### config.mk
export PLATFORM = sky130hd
export DESIGN_NAME = cache_fill_fsm
export DESIGN_NICKNAME = d
export VERILOG_FILES = /design/src/rtl/cache_fill_fsm.sv
export SDC_FILE = /design/constraint.sdc
export NUM_CORES = 1
export LEC_CHECK = 0
export CAP_MARGIN = 20
export CORE_ASPECT_RATIO = 0.9
export CORE_MARGIN = 8
export CORE_UTILIZATION = 39
export DETAILED_ROUTE_END_ITERATION = 6
export PLACE_DENSITY = 0.84
export SLEW_MARGIN = 25
export SYNTH_ARGS = -nofsm -noshare
export SYNTH_HDL_FRONTEND = slang
export SYNTH_SLANG_ARGS = --single-unit
### constraint.sdc
create_clock -name clk -period 3.2 [get_ports clk]
set_input_delay 0.64 -clock clk [delete_from_list [all_inputs] [get_ports clk]]
set_output_delay 0.64 -clock clk [all_outputs]
set_load 0.02 [all_outputs]
### src/rtl/cache_fill_fsm.sv
// Cache miss fill controller: fetches one block from pipelined main memory,
// writes every returned word into the data array, then writes the tag.
module cache_fill_fsm #(
  parameter int unsigned WORDS_PER_BLOCK = 8
) (
  input  logic                                 clk,
  input  logic                                 rst_n,
  input  logic                                 miss_detected,
  input  logic [15:0]                          miss_address,
  input  logic                                 memory_data_valid,
  input  logic [15:0]                          memory_data,
  output logic                                 fsm_busy,
  output logic                                 memory_en,
  output logic [15:0]                          memory_address,
  output logic                                 write_data_array,
  output logic [$clog2(WORDS_PER_BLOCK)-1:0]   word_offset,
  output logic [15:0]                          cache_write_data,
  output logic                                 write_tag_array,
  output logic                                 fill_done
);

  localparam int unsigned ADDR_W = 16;
  localparam int unsigned OFF_W  = $clog2(WORDS_PER_BLOCK);
  localparam int unsigned CNT_W  = OFF_W + 1;
  localparam int unsigned LSB_W  = OFF_W + 1;
  localparam logic [ADDR_W-1:0] BLK_MASK = ~ADDR_W'((1 << LSB_W) - 1);

  typedef enum logic {IDLE, FILL} state_t;

  state_t              state_q, state_d;
  logic [ADDR_W-1:0]   base_q, base_d;
  logic [CNT_W-1:0]    issue_q, issue_d;
  logic [OFF_W-1:0]    recv_q, recv_d;

  // State and fill counters
  always_ff @(posedge clk or negedge rst_n) begin
    if (!rst_n) begin
      state_q <= IDLE;
      base_q  <= '0;
      issue_q <= '0;
      recv_q  <= '0;
    end else begin
      state_q <= state_d;
      base_q  <= base_d;
      issue_q <= issue_d;
      recv_q  <= recv_d;
    end
  end

  // Next state, counter updates and request/write strobes
  always_comb begin
    state_d          = state_q;
    base_d           = base_q;
    issue_d          = issue_q;
    recv_d           = recv_q;
    fsm_busy         = 1'b0;
    memory_en        = 1'b0;
    memory_address   = '0;
    write_data_array = 1'b0;
    word_offset      = '0;
    cache_write_data = '0;
    write_tag_array  = 1'b0;
    fill_done        = 1'b0;

    case (state_q)
      IDLE: begin
        // Stall starts in the miss cycle itself; held low while in reset.
        fsm_busy = miss_detected & rst_n;
        if (miss_detected) begin
          base_d  = miss_address & BLK_MASK;
          issue_d = '0;
          recv_d  = '0;
          state_d = FILL;
        end
      end
      FILL: begin
        fsm_busy = 1'b1;
        if (issue_q < CNT_W'(WORDS_PER_BLOCK)) begin
          memory_en      = 1'b1;
          memory_address = base_q | ADDR_W'({issue_q[OFF_W-1:0], 1'b0});
          issue_d        = issue_q + CNT_W'(1);
        end
        // Completion is counted on returned words, so gaps are harmless.
        if (memory_data_valid) begin
          write_data_array = 1'b1;
          word_offset      = recv_q;
          cache_write_data = memory_data;
          recv_d           = recv_q + OFF_W'(1);
          if (recv_q == OFF_W'(WORDS_PER_BLOCK - 1)) begin
            write_tag_array = 1'b1;
            fill_done       = 1'b1;
            state_d         = IDLE;
          end
        end
      end
      default: state_d = IDLE;
    endcase
  end

endmodule

==> impl_metrics.yaml <==
cts:
  root_buffer: "clkbuf_4"
  path_clk_slew_ps: 120
  cts.hold.buffers_added: 0
  clock_sinks: 20
  clk_latency_ps: 300
  cts_setup_buffers: 0
  cts-resized-gates: 0
  cts_tree: "done"
  clockBufferDepth: 2
  cts_buffers: 3
  h-tree-depth: 1
logic_synthesis:
  synth_edf_count: 0
  synthCells: 112
  syn_nets: 151
  synth_top_area_cell: "dfrtp_1"
  ys_seq_area_frac: 0.409
  synth-seq-cells: 20
  yosysTopAreaCellShare: 0.409
  yosys_most_used_dff: "dfrtp_1"
  async_reset_ff_frac: 1.00
  synth.distinct_cells: 27
  ys_warn_count: 0
  synth_area_leaders: "dfrtp_1, mux2_4, and3_1, and2_1, ha_1"
  syn_avg_cell_area_sq_um: 10.9
  syn_area_sq_mm: 0.00122
cells_and_area:
  final_cell_area_sq_mm: 0.00199
  layout_commonest_cell: "clkdlybuf4s50_1"
  area_growth_syn_to_layout_pct: 62.6
  nets: 220
  antenna_cells: 0
  final_cell_mix: "clkdlybuf4s50_1, and3_1, dfrtp_1"
  drive_above_1_share: 0.128
critical_path:
  crit_path_top_delay_cell: "clkdlybuf4s50_1"
  crit_top_cell: "clkdlybuf4s50_1"
  path_cells: "clkdlybuf4s50_1 -> buf_4 -> and3_1 -> clkdlybuf4s50_1"
  r2r_setup_slack_ps: 1680
  critPathMaxFanout: 18
  critical_path_class: "primary input to output port"
  cp.required_ps: 2560
  endpoint_kind: "output port"
  setup.worst_path.start_class: "primary input"
  critPathMaxStageDelay_ps: 620
  arrival_ps: 2100
drt:
  drc: 0
  detail_route.first_pass.iterations: 4
  routed_wl_microns: 3590
  vias_per_cell: 4.89
  num_vias: 1085
  wl_per_cell_microns: 16.2
  drt_iter0_drc: 37
  ant_nets: 0
timing:
  rsz0062_at_grt: "no"
  finalHoldViolCount: 0
  fin_skew_ps: 9.84
  setup_tns_ps: 0
  drv_slew: 0
  max_clock_freq_mhz: 365
  period_share: 0.855
  setup_viol: 0
  period_needed_ps: 2740
floorplan:
  ios: 76
  initial_utilization: 0.405
  chipHeight_microns: 69.1
  dieArea_sq_mm: 0.00519
  die_x_microns: 75.0
  core_sq_mm: 0.00302
  rows: 19
power_and_ir_drop:
  clockPowerShare: 0.131
  ir_drop_uv: 387
  leakage_nw: 0.889
  p_int_mw: 0.991
  pwr-share-seq: 0.306
  pwr_density_cell_mw_per_mm2: 789
  power_frac_comb: 0.563
  power_switching_mw: 0.579
  switching_share: 0.369
global_route:
  antenna_found_initial: 0
  grt_pass1_wl_microns: 5750
  gr-usage-all-layers: 0.138
  grt_pass1_vias: 1163
  grt_start_max_net_pins: 32
  gr-total-overflow: 0
placement:
  io_buffer_count: 70
  dpl_cell_area_sq_mm: 0.00194
  dp_hpwl_microns: 2930
  gp_congestion: 0.792
run_status:
  outcome: "finished, final reports clean"
job:
  drv_cap: 0
min_path:
  min_path_type: "register to register"
layout make-up:
type                       count  area (sq um)
fill                         261          1030
timing repair buffer          75           738
multi-input combinational     80           642
sequential                    20           500
tap                           42          52.6
clock inverter                 1          30.0
clock buffer                   3          22.5
inverter                       1          3.75
registers in the layout, summed over array words and instances, names as in the netlist:
name and cells:
base_q 12, issue_q 4, recv_q 3, state_q 1
power by group through the flow:
stage	Combinational, mW	Clock, mW	Sequential, mW
4_1_cts	0.897	0.209	0.482
5_1_grt	0.964	0.221	0.502
3_5_place_dp	0.894	0	0.484
2_1_floorplan	0.556	0	0.455
6_report	0.884	0.205	0.480
3_3_place_gp	0.854	0	0.475
routing by layer:
layer | GRT usage | up-vias | wire length [microns]
met1 | 0.160 | 505 | 1550
met2 | 0.232 | 62 | 1600
li1 | - | 516 | -
met3 | 0.0477 | 2 | 423
met4 | 0.0326 | 0 | 8
met5 | 0 | - | 0
cells in the mapped netlist, types with 2 or more instances:
cell / count
buf_4: 2
o22ai_1: 4
mux2_4: 10
and2_1: 16
ha_1: 3
nand2_1: 3
nor2_1: 2
mux2_2: 2
nor2b_4: 2
clkbuf_1: 3
mux2i_1: 3
dfrtp_1: 20
buf_2: 4
and3_1: 20
nand2b_1: 6
path summary, 6_finish.rpt:
| check | start | to | cells after the start |
|---|---|---|---|
| worst max-delay path | memory_data_valid | cache_write_data[3] | 4 |
| worst min-delay path | base_q[14]$_DFFE_PN0P_ | base_q[14]$_DFFE_PN0P_ | 1 |
| worst max register to register | state_q$_DFF_PN0_ | base_q[10]$_DFFE_PN0P_ | 3 |
| worst min register to register | base_q[14]$_DFFE_PN0P_ | base_q[14]$_DFFE_PN0P_ | 1 |
| max in group asynchronous | rst_n | state_q$_DFF_PN0_ | 2 |
| min in group asynchronous | rst_n | recv_q[0]$_DFFE_PN0P_ | 2 |
stage by stage:
stage                     setup slack (ps)  utilization  power (mW)  instances  hold WS [ps]
after CTS                              449        0.659        1.59        222           524
final                                  463        0.659        1.57        222           524
after global routing                   387        0.659        1.69        222           547
after detailed placement               449        0.642        1.38        218           491
after floorplan                       1180            -        1.01        112           344
after global placement                 457        0.642        1.33        218           486
critical path: cells and delay by family:
kind | cells | cell delay (ps)
buf+inv | 3 | 1280
simple gates | 1 | 180
kinds of logic (layout without fill, tap and decap cells):
family                   Yosys count  in the layout  share of synthesized area
AND/OR/NAND/NOR                   51             51                      0.267
flip-flops                        20             20                      0.409
multiplexers                      15             15                      0.166
buffers and inverters             12             80                     0.0665
AO/OA/AOI/OAI                      8              8                     0.0440
adder cells (fa/ha/maj)            3              3                     0.0307
XOR/XNOR                           2              2                     0.0143
other                              1              1                    0.00306
No activity file was read; power rests on OpenSTA's default activity.
